--- config.mk ---
export PLATFORM = sky130hd
export DESIGN_NAME = flopr_skid_flat
export DESIGN_NICKNAME = d
export VERILOG_FILES = /design/src/rtl/flopr_skid_if.sv /design/src/rtl/flopr_skid.sv /design/src/flat_wrapper.sv
export SDC_FILE = /design/constraint.sdc
export NUM_CORES = 1
export LEC_CHECK = 0
export CAP_MARGIN = 40
export CORE_ASPECT_RATIO = 1.1
export CORE_MARGIN = 2
export CORE_UTILIZATION = 30
export DETAILED_ROUTE_END_ITERATION = 16
export PLACE_DENSITY = 0.5
export SKIP_LAST_GASP = 1
export SLEW_MARGIN = 20
export SYNTH_ARGS = -nofsm -noshare
export SYNTH_HDL_FRONTEND = slang
export SYNTH_SLANG_ARGS = --single-unit
export TNS_END_PERCENT = 20
--- constraint.sdc ---
create_clock -name clk -period 1.98 [get_ports clk]
set_clock_uncertainty 0.2 [all_clocks]
set_input_delay 0.495 -clock clk [delete_from_list [all_inputs] [get_ports clk]]
set_output_delay 0.495 -clock clk [all_outputs]
set_load 0.05 [all_outputs]
--- src/rtl/flopr_skid_if.sv ---
// Valid/ready handshake bundle for the flopr_skid pipeline register.
// The producer/consumer side uses master; the register itself uses slave.
interface flopr_skid_if #(
    parameter int N = 64
);
    logic         in_valid;
    logic         in_ready;
    logic [N-1:0] in_data;
    logic         out_valid;
    logic         out_ready;
    logic [N-1:0] out_data;
    logic [1:0]   occupancy;

    modport master (
        output in_valid,
        output in_data,
        output out_ready,
        input  in_ready,
        input  out_valid,
        input  out_data,
        input  occupancy
    );

    modport slave (
        input  in_valid,
        input  in_data,
        input  out_ready,
        output in_ready,
        output out_valid,
        output out_data,
        output occupancy
    );
endinterface

--- src/rtl/flopr_skid.sv ---
// Stallable 2-entry skid-buffer pipeline register with a registered output.
// state | meaning
// EMPTY | no word held, out_valid low
// ONE   | main holds the head word
// FULL  | main holds head, skid holds the next word, in_ready low
module flopr_skid #(
    parameter int N = 64
) (
    input  logic        clk,
    input  logic        reset,
    flopr_skid_if.slave bus
);

    localparam logic [1:0] S_EMPTY = 2'd0;
    localparam logic [1:0] S_ONE   = 2'd1;
    localparam logic [1:0] S_FULL  = 2'd2;

    logic [1:0]   state_q, state_d;
    logic [N-1:0] main_q,  main_d;
    logic [N-1:0] skid_q,  skid_d;

    logic in_ready;
    logic out_valid;
    logic in_fire;
    logic out_fire;

    // in_ready is a function of state (and reset) only, never of out_ready.
    assign in_ready  = reset & (state_q != S_FULL);
    assign out_valid = (state_q != S_EMPTY);
    assign in_fire   = bus.in_valid & in_ready;
    assign out_fire  = out_valid & bus.out_ready;

    always_comb begin
        state_d = state_q;
        main_d  = main_q;
        skid_d  = skid_q;
        case (state_q)
            S_EMPTY: begin
                if (in_fire) begin
                    main_d  = bus.in_data;
                    state_d = S_ONE;
                end
            end
            S_ONE: begin
                if (in_fire && out_fire) begin
                    main_d = bus.in_data;
                end else if (in_fire) begin
                    skid_d  = bus.in_data;
                    state_d = S_FULL;
                end else if (out_fire) begin
                    state_d = S_EMPTY;
                end
            end
            S_FULL: begin
                if (out_fire) begin
                    main_d  = skid_q;
                    state_d = S_ONE;
                end
            end
            default: begin
                state_d = S_EMPTY;
            end
        endcase
    end

    always_ff @(posedge clk or negedge reset) begin
        if (!reset) begin
            state_q <= S_EMPTY;
            main_q  <= '0;
            skid_q  <= '0;
        end else begin
            state_q <= state_d;
            main_q  <= main_d;
            skid_q  <= skid_d;
        end
    end

    assign bus.in_ready  = in_ready;
    assign bus.out_valid = out_valid;
    assign bus.out_data  = main_q;
    assign bus.occupancy = state_q;

endmodule

--- src/flat_wrapper.sv ---
// flat-port wrapper written by rule: the top's interface ports become plain ports
module flopr_skid_flat 
#(
    parameter int N = 64
)
  (clk, reset, bus_in_valid, bus_in_data, bus_out_ready, bus_in_ready, bus_out_valid, bus_out_data, bus_occupancy);
  flopr_skid_if #(.N(N)) bus_i ();
  input  logic clk;
  input  logic reset;
  input wire logic [$bits(bus_i.in_valid)-1:0] bus_in_valid;
  input wire logic [$bits(bus_i.in_data)-1:0] bus_in_data;
  input wire logic [$bits(bus_i.out_ready)-1:0] bus_out_ready;
  output wire logic [$bits(bus_i.in_ready)-1:0] bus_in_ready;
  output wire logic [$bits(bus_i.out_valid)-1:0] bus_out_valid;
  output wire logic [$bits(bus_i.out_data)-1:0] bus_out_data;
  output wire logic [$bits(bus_i.occupancy)-1:0] bus_occupancy;
  assign bus_i.in_valid = bus_in_valid;
  assign bus_i.in_data = bus_in_data;
  assign bus_i.out_ready = bus_out_ready;
  assign bus_in_ready = bus_i.in_ready;
  assign bus_out_valid = bus_i.out_valid;
  assign bus_out_data = bus_i.out_data;
  assign bus_occupancy = bus_i.occupancy;
  flopr_skid #(.N(N)) u_core (.clk(clk), .reset(reset), .bus(bus_i));
endmodule
---- After elaboration in Yosys (flattened, before gate mapping) ----
Cells that the tools add are included.
storage, ports and cells
  flip-flop bits (word level) ............. 130
  bits of input ports ..................... 68
  output and inout bits ................... 68
operators by class
  equal/unequal tests ..................... 8
  mux-type cells .......................... 10
  bitwise gates (word level) .............. 4
  reduce and logical (&&, ||, !) cells .... 7
operators with widths
  cell                  number
  $mux W64              3
  $pmux W64 S3          1
  $mux W2               5
  $reduce_and A4 Y1     2
  $ne A2 B1 Y1 const B  3
  $pmux W2 S3           1
  $ne A2 B2 Y1 const B  2
  $and A1 B1 Y1         3
  $ne A3 B1 Y1 const B  1
  $reduce_and A3 Y1     1
  $reduce_bool A3 Y1    1
  $eq A2 B1 Y1 const B  1
  $eq A2 B2 Y1 const B  1
  $logic_not A2 Y1      1
  $reduce_bool A2 Y1    1
  $logic_and A1 B1 Y1   1
  $not A1 Y1            1

---- Longest topological paths before layout ----
  depth in word-level cells ............... 6
  gate-level depth with buffers ........... 5
  mapped depth without buffers ............ 3

---- Worst setup path before layout ----
OpenSTA, ideal clock, no wires.
  path type ............................... register to register
  start ................................... reg u_core.state_q[0], in the netlist u_core.bus.occupancy[0]
  end ..................................... reg u_core.skid_q[0]
  library setup time ...................... 0.127 ns
  data arrival time ....................... 1.755 ns
  slack ................................... -0.102 ns
  stages on the path, launching flop included .. 6
  period minus slack after synthesis ...... 2.082 ns
  cell sequence ........................... dfrtp_1 -> nor2b_4 -> nor3b_2 -> buf_4 -> buf_6 -> mux2_1
on the way
  word-level cells in the longest chain between the ends .. 6
ends and longest elaborated chain
  item                                    line              RTL
  start, declared                         flopr_skid.sv:18  logic [1:0] state_q, state_d;
  start signal, assigned                  flopr_skid.sv:72  state_q <= state_d;
  $ne A2 B2 Y1                            flopr_skid.sv:28  assign in_ready = reset & (state_q != S_FULL);
  $and A1 B1 Y1                           flopr_skid.sv:28
  $and A1 B1 Y1                           flopr_skid.sv:30  assign in_fire = bus.in_valid & in_ready;
  $logic_and A1 B1 Y1                     flopr_skid.sv:45  if (in_fire && out_fire) begin
  $not A1 Y1 (no source line)             n/a
  $reduce_and A3 Y1 (no source line) (*)  n/a
  end signal, assigned                    flopr_skid.sv:74  skid_q <= skid_d;
  end, declared                           flopr_skid.sv:20  logic [N-1:0] skid_q, skid_d;
Mark *: on every way between the ends. The rest lies on a longest branch, timed or not.
A chain may end at the register's enable or synchronous reset.

---- Final worst setup path ----
  start ................................... reg u_core.state_q[0], in the netlist u_core.bus.occupancy[0]
  end ..................................... out bus_in_ready
on the way
  word-level cells in the longest chain between the ends .. 2
ends and longest elaborated chain
  item           line                RTL
  $ne A2 B2 Y1   flopr_skid.sv:28
  $and A1 B1 Y1  flopr_skid.sv:28
  end, declared  flat_wrapper.sv:13  output wire logic [$bits(bus_i.in_ready)-1:0] bus_in_ready;
Every way passes these cells.

==> run metrics <==
WP data arrival=1.26 ns; dominant cell by count in the synthesized netlist=dfrtp_1; Synth top cells by count=dfrtp_1, o21a_1, o32a_1; CTS H-tree depth=4; xor and xnor area share after synthesis=0%; Overflow after GRT=0; yosys warns=0; CP max-delay cell=dfrtp_2; CP startpoint kind=register; Hold/Removal Path Class=input pin to async pin; EDFF count, synth=0; largest family of logic cells by synthesized area=compound AO/OA/AOI/OAI gates; clock latency on the worst-skew pair=0.41 ns; Syn Area/Cell=14.6 µm²; Tot GR Track Use=15.0%; final hold viol count=0; peak supply drop=0.560 mV; Compound-Gate Fraction of Synth Area=21.3%; starting density of the core=30.6%; first-pass GRT wire length=22000 µm; top_reg_cell synth=dfrtp_1; CTS tree=built; CTS max path bufs=2; Design Area, Final=7800 µm²; DR vias=3835; leakage=3.21 nW; Top-Level Pins=136; Slew Viols, Final=0; outcome=completed; Routed wire per std cell=17.8 µm; Syn Nets=437; total wire length=13700 µm; Pwr Density=1370 nW/µm²; unrepaired setup endpoints after global routing=yes; final antenna-violating net count=0; Worst Path Required=1.28 ns; Chip Height=145 µm; post-synthesis mux area share=13.5%; DP Cell Count=733; First DRT Iteration DRCs=188; Site Rows=51; top-area cell type share of the netlist area=60.2%; Final Cycle Share=98.7%; CTS sink cnt=130; CP max FO=4; initial antenna violation count=0; core area=17700 µm²; fmax=0.512 GHz; vias per cell=4.96; critical path's largest stage delay=0.42 ns; FF-to-FF path depth=6; synth unique cells=23; fraction of layout cells with a size suffix above 1=29.2%; worst-path cell chain=nand2b_4 -> and2_4 -> buf_12; flops & latches, synth=130; minimum clock period=1.95 ns; share of flip-flops with an asynchronous set or reset=100%; input/output buffers=135; Post-Syn Instances=369; final setup violating endpoints=0; Worst-Margin Slew=0.623 ns; pin count of the biggest net entering global routing=49; CP Class=register to output pin; Final HPWL DP=8880 µm; Slew headroom=58.4%; Final Non-Filler Cells=773; Post-Synth Adder-Cell Area=0%; area growth from synthesis to layout=44.4%; # DRC=0; TritonCTS buffer count=17; Synth area leader=dfrtp_1; final net count=590; Max-Cap Viols=0; Antenna Diode Count=0; Synth Area in Simple Gates=1.41%; Worst setup EP type=output pin; final core occ=44.1%; vias in the first global route=4024; Clock Pin Slew Worst Setup and Hold Paths=0.05 ns; Routability Congestion=0.703; Mapped Area=5400 µm²; DR pass1 iterations=4; placed inst area=7080 µm²; Die Area=19100 µm²; Die W=132 µm; root buffer cell=clkbuf_16; synth top area cells=dfrtp_1, o32a_1, mux2_1, o21a_1, mux2_2; Seq/Total Area, Yosys=60.2%
==> metal layers <==
layer | part of all wire [%] | wire length [µm] | GRT usage [%]
met1 | 47 | 6400 | 19.8
met2 | 47 | 6410 | 23.5
met3 | 5.3 | 729 | 4.21
met4 | 1.4 | 198 | 5.72
met5 | 0 | 0 | 0
==> through the flow <==
stage	setup slack, ns	power [mW]	hold WS [ns]	setup TNS (ns)
finish	0.0260	10.7	0.123	0
global route	-0.0192	11.2	0.180	-0.0337
CTS	-0.0142	10.8	0.131	-0.0142
detailed placement	-0.422	7.40	0.193	-47.46
global placement	-0.415	7.31	0.195	-48.42
floorplan	0.0568	6.17	-0.000591	0
==> logic make-up after synthesis <==
| family | after synthesis |
|---|---|
| compound gates | 132 |
| buf+inv | 34 |
| flops | 130 |
| mux | 65 |
| simple gates | 8 |
==> worst max-delay path: cells and delay by family, from the launching register on <==
family	cells	cell delay, ns
DFF	1	0.42
and+or+nand+nor	2	0.29
buffers and inverters	1	0.14
==> flip-flops by register name (all words and copies together) (netlist names) <==
register and cells:
u_core.bus.occupancy 2, u_core.skid_q 64, u_core.bus.out_data 64
==> report_power, final <==
group	switching [mW]	total, mW	internal (mW)
Sequential	0.481	4.02	3.54
Clock	1.17	3.31	2.14
Combinational	1.98	3.35	1.37
Total	3.63	10.7	7.04
==> final timing paths <==
kind                                    startpoint                 endpoint  slack (ns)
max                        u_core.bus.occupancy[0]             bus_in_ready        0.03
min                                          reset  u_core.bus.out_data[15]        0.12
max reg2reg                u_core.bus.occupancy[0]        u_core.skid_q[27]        0.07
min reg2reg                      u_core.skid_q[62]        u_core.skid_q[62]        0.28
max in group asynchronous                    reset  u_core.bus.out_data[38]        0.50
min in group clk                 u_core.skid_q[62]        u_core.skid_q[62]        0.28
==> area by class of cell <==
| type | count | area (µm²) |
|---|---|---|
| clock inverters | 13 | 183 |
| flip-flops and latches | 130 | 3260 |
| multi-input cells | 205 | 1990 |
| fillers | 1645 | 9880 |
| well taps | 238 | 298 |
| clock buffers | 19 | 443 |
| repair buffers | 168 | 1630 |
==> timing repair <==
item,in CTS,in global routing
endpoints found under the setup margin,2,111
buffers inserted,4,2
resized for setup,6,4
hold buffers,2,0
endpoints found under the hold margin,34,0
pin swaps,0,1
==> layout by cell type, fill, tap and decap left out, drive strengths merged <==
master / instances
dlymetal6s2s: 2
clkdlybuf4s50: 64
inv: 2
clkinv: 3
o22ai: 1
o32a: 64
mux2i: 1
or2: 1
nor2b: 1
clkinvlp: 4
mux2: 64
nand2: 1
nand2b: 1
and2: 1
bufinv: 4
nor3b: 1
a21boi: 1
o21a: 64
dfrtp: 130
dlygate4sd3: 2
clkbuf: 19
nand3b: 2
buf: 100
o21bai: 1
o21ai: 1
Power figures use the tool's default switching activity.
